$ cat src/rtl/mips_pkg.sv
// mips_pkg: encodings shared by the instruction decoder and the multiply/divide unit.
// Latency: n/a (types, constants and pure helper functions only).
// Backpressure: n/a.
package mips_pkg;

  // HI/LO operation select as produced by the decoder.
  typedef enum logic [1:0] {
    MD_MULT  = 2'b00,
    MD_MULTU = 2'b01,
    MD_DIV   = 2'b10,
    MD_DIVU  = 2'b11
  } mdOp_t;

  // Multiply/divide sequencer states.
  typedef enum logic [1:0] {
    MD_IDLE  = 2'b00,
    MD_RUN   = 2'b01,
    MD_FIXUP = 2'b10
  } mdState_t;

  function automatic logic isDivOp(input mdOp_t op);
    return (op == MD_DIV) || (op == MD_DIVU);
  endfunction

  function automatic logic isSignedOp(input mdOp_t op);
    return (op == MD_MULT) || (op == MD_DIV);
  endfunction

endpackage

$ cat src/rtl/muldiv_unit_if.sv
// muldiv_unit_if: EX-stage request/response bundle between the pipeline and the HI/LO unit.
// Latency: wires only.
// Backpressure: MdStall from the unit holds EX while an operation is in flight.
//   master (pipeline): drives Start_EX, Op_EX, SrcA_EX, SrcB_EX, ReadHiLo_EX
//   slave  (unit)    : drives Hi, Lo, Busy, Done, MdStall
interface muldiv_unit_if
  import mips_pkg::*;
#(
  parameter int WIDTH = 32
);
  logic             Start_EX;
  mdOp_t            Op_EX;
  logic [WIDTH-1:0] SrcA_EX;
  logic [WIDTH-1:0] SrcB_EX;
  logic             ReadHiLo_EX;
  logic [WIDTH-1:0] Hi;
  logic [WIDTH-1:0] Lo;
  logic             Busy;
  logic             Done;
  logic             MdStall;

  modport master (
    output Start_EX, Op_EX, SrcA_EX, SrcB_EX, ReadHiLo_EX,
    input  Hi, Lo, Busy, Done, MdStall
  );

  modport slave (
    input  Start_EX, Op_EX, SrcA_EX, SrcB_EX, ReadHiLo_EX,
    output Hi, Lo, Busy, Done, MdStall
  );
endinterface

$ cat src/rtl/muldiv_step.sv
// muldiv_step: one radix-2 iteration on the {high/remainder, low} register pair.
// Latency: combinational.
// Backpressure: none; the caller decides when to register the result.
//   isDiv        : 1 = restoring shift-subtract, 0 = shift-add multiply
//   hiIn/loIn    : current register pair (partial product / partial remainder+quotient)
//   opnd         : multiplicand magnitude or divisor magnitude
//   hiOut/loOut  : register pair after this iteration
module muldiv_step #(
  parameter int WIDTH = 32
) (
  input  logic             isDiv,
  input  logic [WIDTH-1:0] hiIn,
  input  logic [WIDTH-1:0] loIn,
  input  logic [WIDTH-1:0] opnd,
  output logic [WIDTH-1:0] hiOut,
  output logic [WIDTH-1:0] loOut
);

  logic [WIDTH:0]   sum;      // high half plus optional multiplicand, with carry
  logic [WIDTH:0]   shifted;  // partial remainder after pulling in the next dividend bit
  logic [WIDTH-1:0] diff;
  logic             fits;     // divisor fits into the shifted partial remainder

  always_comb begin
    // Multiply: add the multiplicand when the multiplier LSB (in loIn[0]) is set,
    // then shift the whole {carry, hi, lo} right by one. The consumed multiplier
    // bit falls off the bottom while product bits enter from the top.
    sum = {1'b0, hiIn} + (loIn[0] ? {1'b0, opnd} : {(WIDTH+1){1'b0}});

    // Divide: shift {rem, lo} left by one. The remainder is always below the
    // divisor, so when the divisor fits the difference fits in WIDTH bits and
    // the wrapped WIDTH-bit subtraction is exact.
    shifted = {hiIn, loIn[WIDTH-1]};
    fits    = (shifted >= {1'b0, opnd});
    diff    = shifted[WIDTH-1:0] - opnd;

    if (isDiv) begin
      hiOut = fits ? diff : shifted[WIDTH-1:0];
      loOut = {loIn[WIDTH-2:0], fits};
    end else begin
      hiOut = sum[WIDTH:1];
      loOut = {sum[0], loIn[WIDTH-1:1]};
    end
  end

endmodule

$ cat src/rtl/muldiv_unit.sv
// muldiv_unit: iterative MULT/MULTU/DIV/DIVU engine owning the architectural HI/LO registers.
// Latency: WIDTH+2 edges from the Start_EX sampling edge (inclusive) to Hi/Lo valid; Done pulses then.
// Backpressure: MdStall = Busy & (Start_EX | ReadHiLo_EX); a Start_EX while busy is dropped.
//   clk, reset (async, active-high), flush (sync abort, beats Start_EX)
//   md.* : request (Start_EX, Op_EX, SrcA_EX, SrcB_EX, ReadHiLo_EX) and
//          response (Hi, Lo, Busy, Done, MdStall); WIDTH must be even and >= 8.
module muldiv_unit
  import mips_pkg::*;
#(
  parameter int WIDTH = 32
) (
  input  logic         clk,
  input  logic         reset,
  input  logic         flush,
  muldiv_unit_if.slave md
);

  localparam int CW = $clog2(WIDTH) + 1;

  mdState_t         state;
  mdState_t         stateNext;
  logic [CW-1:0]    stepCnt;
  logic             lastStep;

  // Latched operation and working registers.
  mdOp_t            opReg;
  logic             divOp;
  logic [WIDTH-1:0] opndReg;   // multiplicand or divisor magnitude
  logic [WIDTH-1:0] accHi;     // partial product high / partial remainder
  logic [WIDTH-1:0] accLo;     // multiplier being consumed / quotient being built
  logic [WIDTH-1:0] stepHi;
  logic [WIDTH-1:0] stepLo;
  logic             negProd;
  logic             negQuo;
  logic             negRem;

  // Architectural results.
  logic [WIDTH-1:0] hiReg;
  logic [WIDTH-1:0] loReg;
  logic             doneReg;

  // FSM outputs.
  logic             busy;
  logic             loadOp;
  logic             stepEn;
  logic             writeRes;

  // Operand capture.
  logic             signA;
  logic             signB;
  logic             startDiv;
  logic             divByZero;
  logic [WIDTH-1:0] magA;
  logic [WIDTH-1:0] magB;

  // Sign fixup.
  logic [2*WIDTH-1:0] prodRaw;
  logic [2*WIDTH-1:0] prodFix;
  logic [WIDTH-1:0]   quoFix;
  logic [WIDTH-1:0]   remFix;
  logic [WIDTH-1:0]   resHi;
  logic [WIDTH-1:0]   resLo;

  // ---------------------------------------------------------------------------
  // FSM: state register
  // ---------------------------------------------------------------------------
  always_ff @(posedge clk or posedge reset) begin
    if (reset) begin
      state <= MD_IDLE;
    end else begin
      state <= stateNext;
    end
  end

  // ---------------------------------------------------------------------------
  // FSM: next state
  // ---------------------------------------------------------------------------
  assign lastStep = (stepCnt == CW'(WIDTH - 1));

  always_comb begin
    stateNext = state;
    case (state)
      MD_IDLE:  if (md.Start_EX) stateNext = MD_RUN;
      MD_RUN:   if (lastStep)    stateNext = MD_FIXUP;
      MD_FIXUP: stateNext = MD_IDLE;
      default:  stateNext = MD_IDLE;
    endcase
    if (flush) stateNext = MD_IDLE;
  end

  // ---------------------------------------------------------------------------
  // FSM: outputs
  // ---------------------------------------------------------------------------
  always_comb begin
    busy     = (state != MD_IDLE);
    loadOp   = 1'b0;
    stepEn   = 1'b0;
    writeRes = 1'b0;
    case (state)
      MD_IDLE:  loadOp   = md.Start_EX & ~flush;
      MD_RUN:   stepEn   = ~flush;
      MD_FIXUP: writeRes = ~flush;   // a flushed fixup neither writes nor signals Done
      default:  ;
    endcase
  end

  // ---------------------------------------------------------------------------
  // Step counter
  // ---------------------------------------------------------------------------
  always_ff @(posedge clk or posedge reset) begin
    if (reset) begin
      stepCnt <= '0;
    end else if (loadOp) begin
      stepCnt <= '0;
    end else if (stepEn) begin
      stepCnt <= stepCnt + CW'(1);
    end
  end

  // ---------------------------------------------------------------------------
  // Operand capture: iterate on magnitudes, remember which results to negate.
  // The most negative value negates to itself, which is its correct unsigned
  // magnitude, so no special case is needed for it.
  // ---------------------------------------------------------------------------
  always_comb begin
    startDiv  = isDivOp(md.Op_EX);
    signA     = isSignedOp(md.Op_EX) & md.SrcA_EX[WIDTH-1];
    signB     = isSignedOp(md.Op_EX) & md.SrcB_EX[WIDTH-1];
    magA      = signA ? -md.SrcA_EX : md.SrcA_EX;
    magB      = signB ? -md.SrcB_EX : md.SrcB_EX;
    divByZero = (md.SrcB_EX == '0);
  end

  always_ff @(posedge clk or posedge reset) begin
    if (reset) begin
      opReg   <= MD_MULT;
      opndReg <= '0;
      accHi   <= '0;
      accLo   <= '0;
      negProd <= 1'b0;
      negQuo  <= 1'b0;
      negRem  <= 1'b0;
    end else if (loadOp) begin
      opReg <= md.Op_EX;
      accHi <= '0;
      if (startDiv) begin
        accLo   <= magA;
        opndReg <= magB;
      end else begin
        accLo   <= magB;
        opndReg <= magA;
      end
      negProd <= ~startDiv & (signA ^ signB);
      // Divide by zero leaves an all-ones quotient that must not be negated;
      // the remainder is |A| and its sign restore gives back the original A.
      negQuo  <= startDiv & (signA ^ signB) & ~divByZero;
      negRem  <= startDiv & signA;
    end else if (stepEn) begin
      accHi <= stepHi;
      accLo <= stepLo;
    end
  end

  assign divOp = isDivOp(opReg);

  muldiv_step #(
    .WIDTH (WIDTH)
  ) u_step (
    .isDiv (divOp),
    .hiIn  (accHi),
    .loIn  (accLo),
    .opnd  (opndReg),
    .hiOut (stepHi),
    .loOut (stepLo)
  );

  // ---------------------------------------------------------------------------
  // Sign fixup and HI/LO write-back
  // ---------------------------------------------------------------------------
  always_comb begin
    prodRaw = {accHi, accLo};
    prodFix = negProd ? -prodRaw : prodRaw;
    quoFix  = negQuo ? -accLo : accLo;
    remFix  = negRem ? -accHi : accHi;
    if (divOp) begin
      resHi = remFix;
      resLo = quoFix;
    end else begin
      resHi = prodFix[2*WIDTH-1:WIDTH];
      resLo = prodFix[WIDTH-1:0];
    end
  end

  always_ff @(posedge clk or posedge reset) begin
    if (reset) begin
      hiReg   <= '0;
      loReg   <= '0;
      doneReg <= 1'b0;
    end else begin
      doneReg <= writeRes;
      if (writeRes) begin
        hiReg <= resHi;
        loReg <= resLo;
      end
    end
  end

  assign md.Hi      = hiReg;
  assign md.Lo      = loReg;
  assign md.Busy    = busy;
  assign md.Done    = doneReg;
  assign md.MdStall = busy & (md.Start_EX | md.ReadHiLo_EX);

endmodule

$ cat src/flat_wrapper.sv
// flat-port wrapper written by rule: the top's interface ports become plain ports
module muldiv_unit_flat import mips_pkg::*;
#(
  parameter int WIDTH = 32
)
  (clk, reset, flush, md_Start_EX, md_Op_EX, md_SrcA_EX, md_SrcB_EX, md_ReadHiLo_EX, md_Hi, md_Lo, md_Busy, md_Done, md_MdStall);
  muldiv_unit_if #(.WIDTH(WIDTH)) md_i ();
  input  logic clk;
  input  logic reset;
  input  logic flush;
  input wire logic [$bits(md_i.Start_EX)-1:0] md_Start_EX;
  input wire logic [$bits(md_i.Op_EX)-1:0] md_Op_EX;
  input wire logic [$bits(md_i.SrcA_EX)-1:0] md_SrcA_EX;
  input wire logic [$bits(md_i.SrcB_EX)-1:0] md_SrcB_EX;
  input wire logic [$bits(md_i.ReadHiLo_EX)-1:0] md_ReadHiLo_EX;
  output wire logic [$bits(md_i.Hi)-1:0] md_Hi;
  output wire logic [$bits(md_i.Lo)-1:0] md_Lo;
  output wire logic [$bits(md_i.Busy)-1:0] md_Busy;
  output wire logic [$bits(md_i.Done)-1:0] md_Done;
  output wire logic [$bits(md_i.MdStall)-1:0] md_MdStall;
  assign md_i.Start_EX = md_Start_EX;
  assign md_i.Op_EX = md_Op_EX;
  assign md_i.SrcA_EX = md_SrcA_EX;
  assign md_i.SrcB_EX = md_SrcB_EX;
  assign md_i.ReadHiLo_EX = md_ReadHiLo_EX;
  assign md_Hi = md_i.Hi;
  assign md_Lo = md_i.Lo;
  assign md_Busy = md_i.Busy;
  assign md_Done = md_i.Done;
  assign md_MdStall = md_i.MdStall;
  muldiv_unit #(.WIDTH(WIDTH)) u_core (.clk(clk), .reset(reset), .flush(flush), .md(md_i));
endmodule
$ cat config.mk
export PLATFORM = sky130hd
export DESIGN_NAME = muldiv_unit_flat
export DESIGN_NICKNAME = d
export VERILOG_FILES = /design/src/rtl/mips_pkg.sv /design/src/rtl/muldiv_unit_if.sv /design/src/rtl/muldiv_step.sv /design/src/rtl/muldiv_unit.sv /design/src/flat_wrapper.sv
export SDC_FILE = /design/constraint.sdc
export NUM_CORES = 1
export LEC_CHECK = 0
export ABC_CLOCK_PERIOD_IN_PS = 10600
export BUFFER_PORTS_ARGS = -buffer_cell sky130_fd_sc_hd__buf_2
export CORE_MARGIN = 4
export CORE_UTILIZATION = 45
export CTS_CLUSTER_DIAMETER = 100
export DETAILED_ROUTE_END_ITERATION = 8
export PLACE_DENSITY = 0.73
export SYNTH_ARGS = -nofsm -noshare
export SYNTH_HDL_FRONTEND = slang
export SYNTH_SLANG_ARGS = --single-unit
$ cat constraint.sdc
create_clock -name clk -period 10.6 [get_ports clk]
set_input_delay 0.53 -clock clk [delete_from_list [all_inputs] [get_ports clk]]
set_output_delay 0.53 -clock clk [all_outputs]
set_load 0.1 [all_outputs]
Word-level counts from Yosys, hierarchy flattened. Index checks and enable logic that the tools add are counted.

Word-level logic and storage cells: 78. Bits of input ports: 71. Output and inout port bits: 67. Register bits after elaboration: 174. Memory bits (read-only): 0. Bits in writable memories: 0. Memories: 0. Latch bits: 0.

Reduce and logical (&&, ||, !) cells: 9. Equal/unequal tests: 9. $mul: 0. Muxes and demuxes: 26. Order comparisons: 1. $add $sub $neg: 8. Shifts and indexed selects: 0. Div/mod/pow operators: 0. Bitwise gates (word level): 13.

Operator list (count): $mux 32 (16); $neg 32->32 (4); $mux 64 (1); $neg 64->64 (1); $add 32x33->33 (1); $ge 33x32->1 (1); $logic_not 32->1 (1); $sub 32x32->32 (1); $mux 6 (2); $eq 2x2->1 const B (5); $and 1x1->1 (8); $add 6x1->6 const B (1); $eq 6x5->1 const B (1); $mux 2 (3); $logic_not 2->1 (2); $pmux 2 s2 (1); $reduce_bool 2->1 (2); $logic_or 1x1->1 (3); $mux 1 (3); $ne 3x2->1 const B (1); $ne 3x3->1 const B (1); $not 1->1 (3); $eq 2x1->1 const B (1); $reduce_and 2->1 (1); 2 further kinds (2).

Depth between registers and ports, before layout. Gate-level depths: netlist (run 1).

Word-level depth: 6. Gate-level depth with buffers: 14. Gate-level depth less buffers: 13.

By module. From an unflattened synthesis (run 1), not the netlist that was laid out.

Cell total of the unflattened synthesis: 1876. Area total of the unflattened synthesis: 14784.2 um^2.

By module, submodules not included: muldiv_unit (cells each 1175, sequential area each 4329.2 um^2, area an instance 10055.9 um^2, instances 1); muldiv_step (cells each 701, sequential area each 0.0 um^2, area an instance 4728.3 um^2, instances 1).

Least setup slack after synthesis (run 1). OpenSTA, ideal clock, no wires.

Path type: reg-to-reg. Start: register u_core.accLo[0]. End: register u_core.accHi[27]. Clock period less this slack: 3.228 ns. Path buffers: 1. Required time: 10.476 ns. Setup time: 0.124 ns. Data arrival time: 3.104 ns. Path slack: 7.372 ns. Cell stages (with the launch flop): 14. Cell sequence: dfrtp_1 inv_1 clkbuf_1 nor2_1 ha_1 a211o_1 or3_1 o21ai_1 o22ai_1 o41ai_4 o21ai_2 a311oi_2 mux2i_1 a211o_1.

Cells in the longest elaborated chain, start to end: 5.

RTL lines: from (decl) (RTL line muldiv_unit.sv:30) `logic [WIDTH-1:0] accLo;`; from (signal assigned) (RTL line muldiv_unit.sv:147) `accLo <= magA;`; from (signal assigned) (RTL line muldiv_unit.sv:150) `accLo <= magB;`; from (signal assigned) (RTL line muldiv_unit.sv:160) `accLo <= stepLo;`; $mux 32 (RTL line muldiv_step.sv:28) `sum = {1'b0, hiIn} + (loIn[0] ? {1'b0, opnd} : {(WIDTH+1){1'b0}});`; $add 32x33->33 (RTL line muldiv_step.sv:28); $mux 32 (RTL line muldiv_step.sv:37) `if (isDiv) begin`; $mux 32 (RTL line muldiv_unit.sv:158) `end else if (stepEn) begin`; $mux 32 (RTL line muldiv_unit.sv:143) `end else if (loadOp) begin`; to (signal assigned) (RTL line muldiv_unit.sv:159) `accHi <= stepHi;`; to (decl) (RTL line muldiv_unit.sv:29) `logic [WIDTH-1:0] accHi;`.

No other way between the ends. The select of a mux whose other input is x is not followed. A chain may end at the register's enable or synchronous reset.

Worst setup path after layout (run 1).
Start: register u_core.accLo[0]. End: register u_core.accHi[30].

Same word-level chain as after synthesis.

==> summary.txt, run 1 <==
synthesized-area fraction occupied by and/or/nand/nor cells: 19.74%
CP Launch Type: flip-flop
Die Y-Extent: 187.8 um
largest net degree at the start of global routing: 109
Sum Neg Setup Slack: 0 ns
final period demand of the worst path: 4.083 ns
post-route antenna net violation count: 0
routability cong.: 1.016
Synth Warn #: 0
synthesized net count: 2002
Async S/R FF share, synth: 100.0%
share of Yosys cell area claimed by the top area cell type: 29.75%
Slew HR: 23.15%
Die W: 187.8 um
Final Routed Wirelength: 46890 um
worst slew pin tran: 1.148 ns
data arrival time of the critical path: 4.37 ns
number of hold violations in the final report: 0
count of flip-flops with a built-in enable after synthesis: 0
fin crit share: 38.51%
post-synthesis sequential area ratio: 29.75%
number of antenna cells inserted: 0
number of vias per cell: 6.178
fraction of power spent switching nets: 48.86%
initial standard-cell utilization of the core: 45.88%
Non-Filler Cell Area, Final: 0.01599 sq mm
# Max-Cap Violations: 0
Seq cells post-synth: 173
synthesized area: 0.01455 sq mm
die area: 0.03528 sq mm
wire length on met2: 20820 um
Int Power: 0.001939 W
post-cts repair resize count: 0
total DRC errors in the routed layout: 0
Num CTS Buffers: 17
antenna violations before repair: 0
xor-xnor portion of the synthesized cell area: 10.35%
overall global routing resource usage: 25.63%
post-synthesis cell type with the largest combined area: sky130_fd_sc_hd__dfrtp_1
power density relative to cell area: 237.1 mW/mm^2
endpoint required time on the critical path: 10.89 ns
IO Port Bufs: 137
maximum fanout along the worst path: 11
area delta synth->final: 9.863%
global-route wire length before repair: 73560 um
slowest stage cell on the critical path: sky130_fd_sc_hd__a221oi_1
routed length on met1: 20250 um
Mapped Avg Cell Area: 7.823 sq um
Main synth FF type: sky130_fd_sc_hd__dfrtp_1
# hold bufs at CTS: 0
sequential group share of total power: 27.2%
category of the worst setup path capture point: flip-flop
via count of the first global-routing pass: 13220
switching power summed over all nets: 0.001852 W
buffer cell driving the clock tree root: sky130_fd_sc_hd__clkbuf_16
critical path class: flip-flop to flip-flop
average wire length per cell after detail routing: 20.05 um
most frequent cells in the layout: sky130_fd_sc_hd__nand2_1, sky130_fd_sc_hd__o21ai_0, sky130_fd_sc_hd__nor2_1
most common library cell in the layout ignoring fill and taps: sky130_fd_sc_hd__nand2_1
share of the synthesized area in compound gates (AO/OA/AOI/OAI): 25.98%
total number of nets in the final design: 2066
number of instances in the synthesized netlist: 1860
Final Slew Violations: 0
worst-case clock buffer depth: 2
highest signal layer in the routed design: met4
Fin Clk Skew: 0.01438 ns
placed inst area: 0.01539 sq mm
Core Region: 0.03172 sq mm
Post-Synth Adder-Cell Area: 6.208%
chain of cells forming the critical path: inv_1 -> nor2_1 -> ha_1 -> a21oi_1 -> nor2b_1 -> o311a_1 -> o211a_1 -> o21ai_0 -> o21bai_1 -> a221oi_1 -> mux2i_1 -> a31oi_1
count of routing violations after the opening detailed-route iteration: 1565
share of synthesized area spent on multiplexers: 2.992%
proportion of layout cells with a drive suffix above 1: 11.46%
number of iterations in the first detailed-routing pass: 5
dominant combinational cell family by area after synthesis: compound AO/OA/AOI/OAI gates
number of standard-cell rows in the floorplan: 65
RSZ-0062 raised after global routing: false
vias: 14450
share of total power in combinational logic: 55.8%
detailed-placement wirelength estimate: 35490 um
number of ports placed on the die boundary: 138
routed wire length on met3: 4266 um
Skew-Pair Late Insertion Delay: 0.45 ns
worst supply voltage drop on vdd: 0.0001413 V
setup bufs post-CTS: 0
standby leakage power: 7.290 nW
Max Clk Rate: 244.9 MHz
post-synth cell types: 86
H-Tree Depth: 4
GRT Residual Overflow: 0
class of the most critical hold timing path: input port to asynchronous set/reset pin
result of the run: finished, final reports clean
Clock power frac: 17.0%
Num Clock Sinks: 173
Crit path largest cell delay: 0.54 ns
top post-synthesis cells by area: sky130_fd_sc_hd__dfrtp_1, sky130_fd_sc_hd__o21ai_0, sky130_fd_sc_hd__ha_1
TritonCTS clock tree: built
Clk pin slew, worst setup/hold paths: 0.07 ns
final setup vio count: 0
-- cells in the mapped netlist, types with 7 or more instances --
| library cell | count |
|---|---|
| sky130_fd_sc_hd__nor2b_1 | 15 |
| sky130_fd_sc_hd__nor2_1 | 186 |
| sky130_fd_sc_hd__nand2b_1 | 16 |
| sky130_fd_sc_hd__a21oi_1 | 145 |
| sky130_fd_sc_hd__o21ai_1 | 14 |
| sky130_fd_sc_hd__a211oi_1 | 17 |
| sky130_fd_sc_hd__clkbuf_1 | 85 |
| sky130_fd_sc_hd__o211ai_1 | 42 |
| sky130_fd_sc_hd__nand2_1 | 230 |
| sky130_fd_sc_hd__or3_1 | 17 |
| sky130_fd_sc_hd__xnor2_1 | 88 |
| sky130_fd_sc_hd__ha_1 | 69 |
| sky130_fd_sc_hd__o21ai_0 | 202 |
| sky130_fd_sc_hd__dfrtp_1 | 173 |
| sky130_fd_sc_hd__nand3_1 | 26 |
| sky130_fd_sc_hd__and2_1 | 7 |
| sky130_fd_sc_hd__buf_2 | 8 |
| sky130_fd_sc_hd__nor4_1 | 9 |
| sky130_fd_sc_hd__o221ai_1 | 9 |
| sky130_fd_sc_hd__xor2_1 | 84 |
| sky130_fd_sc_hd__or4_1 | 7 |
| sky130_fd_sc_hd__mux2i_1 | 39 |
| sky130_fd_sc_hd__o21a_1 | 11 |
| sky130_fd_sc_hd__a21o_1 | 37 |
| sky130_fd_sc_hd__o41ai_1 | 11 |
| sky130_fd_sc_hd__nor3_1 | 47 |
| sky130_fd_sc_hd__a31oi_1 | 24 |
| sky130_fd_sc_hd__o21bai_1 | 9 |
| sky130_fd_sc_hd__o31ai_1 | 15 |
| sky130_fd_sc_hd__inv_1 | 69 |
| sky130_fd_sc_hd__and3_1 | 17 |
| sky130_fd_sc_hd__nand4_1 | 12 |
-- registers in the layout (all words and copies together), names as in the netlist --
name,flops
u_core.accHi,32
u_core.accLo,32
u_core.md.Done,1
u_core.md.Hi,32
u_core.md.Lo,32
u_core.negProd,1
u_core.negQuo,1
u_core.negRem,1
u_core.opReg,1
u_core.opndReg,32
u_core.state,2
u_core.stepCnt,6
-- kinds of logic (layout without fill, tap and decap cells) --
group                      after synthesis  in the layout
and+or+nand+nor                        623            623
AOI/OAI and AO/OA                      604            604
buffers and inverters                  174            251
DFF                                    173            173
xor gates and xnor gates               172            172
adders and majority gates               71             71
muxes                                   43             43
-- final cells by class --
cell class,count,area [sq um]
inverter,69,264.0
multi-input combinational,1513,9508
clock inverter,15,172.7
fill,3061,15730
sequential,173,4330
tap,402,503.0
clock buffer,17,425.4
timing repair buffer,150,783.3
-- power groups by stage --
stage | sequential (W) | combinational (W) | clock, W
6_report | 0.00103 | 0.00212 | 0.000645
2_1_floorplan | 0.000914 | 0.00161 | 0
3_3_place_gp | 0.00102 | 0.00203 | 0
4_1_cts | 0.00101 | 0.00207 | 0.000651
5_1_grt | 0.00104 | 0.00231 | 0.000679
3_5_place_dp | 0.00103 | 0.00205 | 0
-- worst max-delay path: cells and delay by family, from the launching register on --
family                   cells  cell delay [ns]
buffers and inverters        1             0.32
multiplexers                 1             0.31
AND/OR/NAND/NOR              2             0.19
adder cells (fa/ha/maj)      1             0.36
AO/OA/AOI/OAI                7             2.24
flip-flops                   1             0.48
-- layer usage --
layer / vias to the layer above / GRT usage (%)
met4: 0 / 8.978
met1: 6841 / 36.88
met2: 727 / 39.50
met5: - / 0
li1: 6780 / -
met3: 103 / 3.723
-- through the flow --
stage	hold WS [ns]	utilization, %	setup WS, ns	cells	total power [W]
6_report	0.3178	50.40	6.518	2339	0.003791
5_1_grt	0.3772	50.40	6.258	2339	0.004032
4_1_cts	0.3531	50.40	6.591	2339	0.003732
3_5_place_dp	0.4646	48.52	6.623	2307	0.003076
3_3_place_gp	0.4564	48.52	6.620	2307	0.003051
2_1_floorplan	0.4422	-	5.382	1860	0.002526
-- worst paths after layout --
kind / from / end / slack [ns] / cells after the start
hold reg to reg: u_core.md.Lo[20]$_DFFE_PP0P_ / u_core.md.Lo[20]$_DFFE_PP0P_ / 0.47 / 2
min in group clk: md_Op_EX[0] / u_core.negProd$_DFFE_PP0P_ / 0.37 / 2
max in group asynchronous: reset / u_core.accHi[26]$_DFFE_PP0P_ / 8.87 / 3
setup reg to reg: u_core.accLo[0]$_DFFE_PP0P_ / u_core.accHi[30]$_DFFE_PP0P_ / 6.52 / 12
setup / recovery: u_core.accLo[0]$_DFFE_PP0P_ / u_core.accHi[30]$_DFFE_PP0P_ / 6.52 / 12
hold / removal: reset / u_core.md.Lo[8]$_DFFE_PP0P_ / 0.32 / 2
Note: power is estimated with default switching activity, not from simulation.
==> inputs of run 2 (changes only) <==
Settings changed: ABC_AREA set to 1, ABC_CLOCK_PERIOD_IN_PS 10600 to 3950.
Clock period 10.6 ns to 3.95 ns, I/O delays scaled along.
==> summary.txt, run 2 <==
worst supply voltage drop on vdd: 0.0003846 V (+170%)
violated checks: hold timing
total DRC errors in the routed layout: 0 (unchanged)
antenna violations before repair: 0 (unchanged)
count of flip-flops with a built-in enable after synthesis: 0 (unchanged)
worst-case clock buffer depth: 2 (unchanged)
CP Launch Type: flip-flop
cell with the most instances after synthesis: sky130_fd_sc_hd__nand2_1
via count of the first global-routing pass: 19330 (+46%)
Post-Synth Adder-Cell Area: 4.956% (-1.3 points)
chain of cells forming the critical path: nand2_1 -> inv_1 -> ha_1 -> inv_1 -> fa_1 -> inv_1 -> nand2_1 -> o21ai_1 -> nand2_1 -> nand2_1 -> nand2_1 -> nand2_1 -> o21ai_0 -> a21oi_1 -> nor2_1 -> nand2_1 -> nand2_1
Num Clock Sinks: 173 (unchanged)
maximum fanout along the worst path: 20 (+9)
Max Clk Rate: 314.7 MHz (+28%)
number of instances in the synthesized netlist: 3095 (+66%)
result of the run: finished with violations
overall global routing resource usage: 32.60% (+7.0 points)
post-synthesis sequential area ratio: 23.75% (-6.0 points)
post-route insts no fill: 3716 (+59%)
Final Routed Wirelength: 73280 um (+56%)
number of standard-cell rows in the floorplan: 73 (+12%)
Async S/R FF share, synth: 100.0% (unchanged)
total power of the final layout: 0.01380 W (+260%)
# hold bufs at CTS: 0 (unchanged)
Slew HR: 29.26% (+6.1 points)
placed inst area: 0.01935 sq mm (+26%)
synthesized area: 0.01823 sq mm (+25%)
number of hold violations in the final report: 13 (+13)
Seq cells post-synth: 173 (unchanged)
data arrival time of the critical path: 3.54 ns (-0.83 ns)
standby leakage power: 10.83 nW (+49%)
H-Tree Depth: 4 (unchanged)
fill cell count: 4307 (+41%)
post-route antenna net violation count: 0 (unchanged)
dominant combinational cell family by area after synthesis: simple AND/OR/NAND/NOR gates
synthesized net count: 3237 (+62%)
endpoint required time on the critical path: 4.31 ns (-6.58 ns)
Crit path largest cell delay: 0.79 ns (+0.25 ns)
number of antenna cells inserted: 0 (unchanged)
Mapped Avg Cell Area: 5.890 sq um (-25%)
area delta synth->final: 9.493%
RR Startpoint: u_core.accLo[0]$_DFFE_PP0P_
synthesized-area fraction occupied by and/or/nand/nor cells: 41.88% (+22 points)
global-route wire length before repair: 113000 um (+54%)
share of synthesized area spent on multiplexers: 0% (-3.0 points)
post-cts repair resize count: 0 (unchanged)
Final Slew Violations: 0 (unchanged)
Main synth FF type: sky130_fd_sc_hd__dfrtp_1
Die Y-Extent: 209.3 um (+11%)
slowest stage cell on the critical path: sky130_fd_sc_hd__dfrtp_1
proportion of layout cells with a drive suffix above 1: 9.151% (-2.3 points)
number of ports placed on the die boundary: 138 (unchanged)
Core Region: 0.03991 sq mm (+26%)
RSZ-0062 raised after global routing: false
final period demand of the worst path: 3.178 ns (-0.9047 ns)
initial standard-cell utilization of the core: 45.67% (-0.21 points)
share of the synthesized area in compound gates (AO/OA/AOI/OAI): 12.90% (-13 points)
vias: 21070 (+46%)
power density relative to cell area: 691.6 mW/mm^2 (+190%)
post-synthesis cell type with the largest combined area: sky130_fd_sc_hd__dfrtp_1
category of the worst setup path capture point: flip-flop
most frequent cells in the layout: sky130_fd_sc_hd__nand2_1, sky130_fd_sc_hd__inv_1, sky130_fd_sc_hd__nor2_1
footprint of the multi-input gates: 0.01171 sq mm (+23%)
Die W: 209.3 um (+11%)
IO Port Bufs: 137 (unchanged)
Non-Filler Cell Area, Final: 0.01996 sq mm (+25%)
fin crit share: 80.45% (+42 points)
setup bufs post-CTS: 0 (unchanged)
post-synth cell types: 53 (-38%)
largest net degree at the start of global routing: 174 (+60%)
count of routing violations after the opening detailed-route iteration: 2677 (+71%)
most common library cell in the layout ignoring fill and taps: sky130_fd_sc_hd__nand2_1
critical path class: flip-flop to flip-flop
Skew-Pair Late Insertion Delay: 0.47 ns (+0.02 ns)
total number of nets in the final design: 3320 (+61%)
buffer cell driving the clock tree root: sky130_fd_sc_hd__clkbuf_16
worst slew pin tran: 1.060 ns (-0.08851 ns)
TritonCTS clock tree: built
Sum Neg Setup Slack: 0 ns (unchanged)
worst hold margin: -0.007073 ns (-0.3249 ns)
# Max-Cap Violations: 0 (unchanged)
top post-synthesis cells by count: sky130_fd_sc_hd__nand2_1, sky130_fd_sc_hd__inv_1, sky130_fd_sc_hd__nor2_1, sky130_fd_sc_hd__nand3_1, sky130_fd_sc_hd__dfrtp_1
CP most frequent cell: sky130_fd_sc_hd__nand2_1
top post-synthesis cells by area: sky130_fd_sc_hd__dfrtp_1, sky130_fd_sc_hd__nand2_1, sky130_fd_sc_hd__inv_1
average wire length per cell after detail routing: 19.72 um (-1.6%)
routability cong.: 1.061 (+4.5%)
final setup vio count: 0 (unchanged)
launching instance or port of the critical path: u_core.accLo[0]$_DFFE_PP0P_
xor-xnor portion of the synthesized cell area: 4.372% (-6.0 points)
number of vias per cell: 5.670 (-8.2%)
Clk pin slew, worst setup/hold paths: 0.09 ns (+0.02 ns)
share of Yosys cell area claimed by the top area cell type: 23.75% (-6.0 points)
post-placement cell count: 3684 (+60%)
Num CTS Buffers: 17 (unchanged)
die area: 0.04379 sq mm (+24%)
GRT Residual Overflow: 0 (unchanged)
detailed-placement wirelength estimate: 59110 um (+67%)
Fin Clk Skew: 0.02465 ns (+0.01028 ns)
class of the most critical hold timing path: input port to asynchronous set/reset pin
number of iterations in the first detailed-routing pass: 6 (+1)
Synth Warn #: 0 (unchanged)
sequential cell area: 0.004333 sq mm (about the same)
## run 2: cell types whose count changed after synthesis, moves of 78 or more
cell / before / now
sky130_fd_sc_hd__inv_1: 69 / 443
sky130_fd_sc_hd__nand2_1: 230 / 1057
sky130_fd_sc_hd__nand3_1: 26 / 258
sky130_fd_sc_hd__nor2_1: 186 / 296
sky130_fd_sc_hd__o21ai_0: 202 / 119
sky130_fd_sc_hd__xnor2_1: 88 / 10
## run 2: cells by family (layout without fill, tap and decap cells)
kind of cell               count (synthesis)  in the layout
AOI/OAI and AO/OA                        401            401
DFF                                      173            173
adders and majority gates                 71             71
buffers and inverters                    560            656
xor gates and xnor gates                  91             91
and+or+nand+nor                         1799           1799
## run 2: per-layer routing
layer / track usage [%] / wire [um]
met5: 0 / 0
met4: 12.24 / 3052
met3: 5.665 / 8128
met2: 48.91 / 30740
met1: 47.03 / 31350
## run 2: cell type report
cell class,count,share of cell area [%]
Tap cell,525,3.291
Timing Repair Buffer,169,4.702
Clock buffer,17,2.131
Clock inverter,15,0.9090
Inverter,455,8.595
Sequential cell,173,21.71
Multi-Input combinational cell,2362,58.66
## run 2: critical path, delay by kind of cell, from the launching register on
kind            cells  cell delay (ns)
fa+ha+maj           2             0.60
compound gates      3             0.59
simple gates        9             0.81
flops               1             0.79
buf+inv             3             0.26
## run 2: where the power goes
part | internal (W) | switching [W]
Sequential | 0.00213 | 0.000940
Clock | 0.000862 | 0.000924
Combinational | 0.00272 | 0.00623
## run 2: path summary, 6_finish.rpt
check,slack (ns),end,cells past startpoint
max in group asynchronous,3.18,u_core.accLo[11]$_DFFE_PP0P_,3
setup / recovery,0.77,u_core.accHi[13]$_DFFE_PP0P_,17
hold reg to reg,0.47,u_core.md.Lo[31]$_DFFE_PP0P_,2
min in group clk,0.07,u_core.state[1]$_DFFE_PP0P_,3
setup reg to reg,0.77,u_core.accHi[13]$_DFFE_PP0P_,17
hold / removal,-0.007,u_core.md.Done$_DFF_PP0_,3
## run 2: stage by stage
| step | setup WS, ns | util (%) | hold slack (ns) |
|---|---|---|---|
| global route | 0.4691 | 50.00 | 0.07978 |
| detailed placement | 0.8683 | 48.48 | 0.4605 |
| global placement | 0.9793 | 48.48 | 0.4585 |
| floorplan | 1.542 | - | 0.3730 |
| finish | 0.7722 | 50.00 | -0.007073 |
| CTS | 0.8507 | 50.00 | 0.05087 |
==> inputs of run 3 (changes only) <==
Settings changed: ABC_CLOCK_PERIOD_IN_PS 3950 to 3100.
Clock period 3.95 ns to 3.1 ns, I/O delays scaled along.
==> summary.txt, run 3 (same netlist as run 2, synthesis figures left out) <==
worst reg2reg path depth: 17 (unchanged)
standby leakage power: 11.09 nW (+2.4%)
most frequent cells in the layout: sky130_fd_sc_hd__nand2_1, sky130_fd_sc_hd__inv_1, sky130_fd_sc_hd__nor2_1
average wire length per cell after detail routing: 20.70 um (+5.0%)
capture endpoint of the worst hold path: u_core.state[1]$_DFFE_PP0P_
hold wc startpoint: md_Start_EX
final setup vio count: 0 (unchanged)
Register-to-Register Setup Slack: 0.26 ns (-0.52 ns)
Slew HR: 42.04% (+13 points)
layer with the highest usage: met2
power density relative to cell area: 892.7 mW/mm^2 (+29%)
Core Region: 0.03991 sq mm (unchanged)
Non-Filler Cell Area, Final: 0.02039 sq mm (+2.2%)
# Max-Cap Violations: 0 (unchanged)
critical path class: flip-flop to flip-flop
CP Launch Type: flip-flop
Worst Hold Path Cells: 3
total DRC errors in the routed layout: 0 (unchanged)
maximum fanout along the worst path: 7 (-65%)
Final Routed Wirelength: 77890 um (+6.3%)
Reg-to-Reg End: u_core.accHi[20]$_DFFE_PP0P_
endpoint required time on the critical path: 3.47 ns (-0.84 ns)
post-cts repair resize count: 0 (unchanged)
number of ports placed on the die boundary: 138 (unchanged)
Clk pin slew, worst setup/hold paths: 0.08 ns (about the same)
fin crit share: 91.74% (+11 points)
setup bufs post-CTS: 0 (unchanged)
fraction of met1 tracks used by global routing: 50.74% (+3.7 points)
number of vias per cell: 5.632 (-0.66%)
final core occ: 51.08% (+1.1 points)
count of routing violations after the opening detailed-route iteration: 2683 (+0.22%)
worst-case clock buffer depth: 2 (unchanged)
worst hold margin: 0.03838 ns (+0.04545 ns)
detailed-placement wirelength estimate: 64080 um (+8.4%)
area delta synth->final: 11.85%
Die W: 209.3 um (unchanged)
vias: 21200 (+0.59%)
CP most frequent cell: sky130_fd_sc_hd__nand2_1
final period demand of the worst path: 2.844 ns (-0.3337 ns)
worst supply voltage drop on vdd: 0.0004767 V (+24%)
IO Port Bufs: 137 (unchanged)
Die Y-Extent: 209.3 um (unchanged)
Crit path largest cell delay: 0.50 ns (-0.29 ns)
RR Startpoint: u_core.accLo[31]$_DFFE_PP0P_
routing usage on met3: 5.441% (-0.22 points)
TritonCTS clock tree: built
routability cong.: 1.070 (+0.82%)
fill cell count: 4330 (+0.53%)
largest net degree at the start of global routing: 52 (-70%)
Num CTS Buffers: 17 (unchanged)
Num Clock Sinks: 173 (unchanged)
Max Clk Rate: 351.6 MHz (+12%)
data arrival time of the critical path: 3.21 ns (-0.33 ns)
number of standard-cell rows in the floorplan: 73 (unchanged)
result of the run: finished, final reports clean
number of iterations in the first detailed-routing pass: 8 (+2)
die area: 0.04379 sq mm (unchanged)
Final Slew Violations: 0 (unchanged)
Skew-Pair Late Insertion Delay: 0.47 ns (about the same)
global-route wire length before repair: 117300 um (+3.8%)
GRT Residual Overflow: 0 (unchanged)
class of the most critical hold timing path: input port to flip-flop
total number of nets in the final design: 3366 (+1.4%)
via count of the first global-routing pass: 19410 (+0.44%)
number of hold violations in the final report: 0 (-13)
slowest stage cell on the critical path: sky130_fd_sc_hd__dfrtp_1
H-Tree Depth: 4 (unchanged)
Fin Clk Skew: 0.01811 ns (-0.006542 ns)
category of the worst setup path capture point: flip-flop
most common library cell in the layout ignoring fill and taps: sky130_fd_sc_hd__nand2_1
proportion of layout cells with a drive suffix above 1: 10.41% (+1.3 points)
buffer cell driving the clock tree root: sky130_fd_sc_hd__clkbuf_16
initial standard-cell utilization of the core: 45.67% (unchanged)
global routing met2 resource utilization: 51.88% (+3.0 points)
worst slew pin tran: 0.8603 ns (-0.1997 ns)
antenna violations before repair: 2 (+2)
placed inst area: 0.01977 sq mm (+2.1%)
post-route antenna net violation count: 0 (unchanged)
overall global routing resource usage: 34.56% (+2.0 points)
Sum Neg Setup Slack: 0 ns (unchanged)
chain of cells forming the critical path: inv_1 -> ha_1 -> inv_1 -> fa_1 -> nand3_1 -> nand3_1 -> nand2_1 -> nand2_1 -> nand2_1 -> nand2_1 -> nand2_1 -> nand2_1 -> nand2_1 -> nand3_1 -> nand3_1 -> nand2_1 -> nand2_1
RSZ-0062 raised after global routing: false
==> run 3: area by class of cell <==
class | instances | area (sq um) | share of cell area (%)
Sequential cell | 173 | 4333 | 21.25
Clock inverter | 15 | 185.2 | 0.9083
Antenna cell | 1 | 2.502 | 0.01227
Tap cell | 525 | 656.9 | 3.222
Timing Repair Buffer | 215 | 1361 | 6.677
Clock buffer | 17 | 425.4 | 2.087
Multi-Input combinational cell | 2362 | 11710 | 57.43
Inverter | 455 | 1715 | 8.414
==> run 3: worst max path at each step <==
stage	start	endpoint	slack, ns
after floorplan	reset	u_core.accHi[0]$_DFFE_PP0P_	0.73
after global placement	u_core.accLo[31]$_DFFE_PP0P_	u_core.accHi[12]$_DFFE_PP0P_	0.36
after detailed placement	u_core.accLo[31]$_DFFE_PP0P_	u_core.accHi[20]$_DFFE_PP0P_	0.34
after CTS	u_core.accLo[31]$_DFFE_PP0P_	u_core.accHi[12]$_DFFE_PP0P_	0.31
after global routing	u_core.accLo[31]$_DFFE_PP0P_	u_core.accHi[20]$_DFFE_PP0P_	0.06
final	u_core.accLo[31]$_DFFE_PP0P_	u_core.accHi[20]$_DFFE_PP0P_	0.26
==> run 3: critical path, delay by kind of cell, from the launching register on <==
family | cells | cell delay [ns]
buffers and inverters | 2 | 0.34
DFF | 1 | 0.50
adders and majority gates | 2 | 0.63
and+or+nand+nor | 13 | 1.25
==> run 3: routing by layer <==
| metal | vias up | routed length [um] |
|---|---|---|
| met5 | - | 13 |
| li1 | 10150 | - |
| met1 | 9815 | 34180 |
| met2 | 1102 | 33250 |
| met3 | 122 | 7610 |
| met4 | 2 | 2834 |
==> run 3: power breakdown <==
| part | internal, W | leakage (nW) | switching (W) |
|---|---|---|---|
| clock | 0.00123 | 0.303 | 0.00110 |
| sequential | 0.00272 | 2.25 | 0.000935 |
| combinational | 0.00372 | 8.53 | 0.00849 |
| total | 0.00768 | 11.1 | 0.0105 |
==> run 3: timing repair <==
| action | CTS | global route |
|---|---|---|
| endpoints found under the setup margin | 0 | 0 |
| hold buffers | 1 | 0 |
| hold endpoints to repair | 32 | 0 |
==> run 3: through the flow <==
stage / std cells / power, W / setup slack, ns
5_1_grt: 3762 / 0.01948 / 0.06298
4_1_cts: 3762 / 0.01781 / 0.3094
2_1_floorplan: 3095 / 0.01145 / 0.7343
3_3_place_gp: 3729 / 0.01553 / 0.3604
6_report: 3763 / 0.01820 / 0.2560
3_5_place_dp: 3729 / 0.01543 / 0.3372
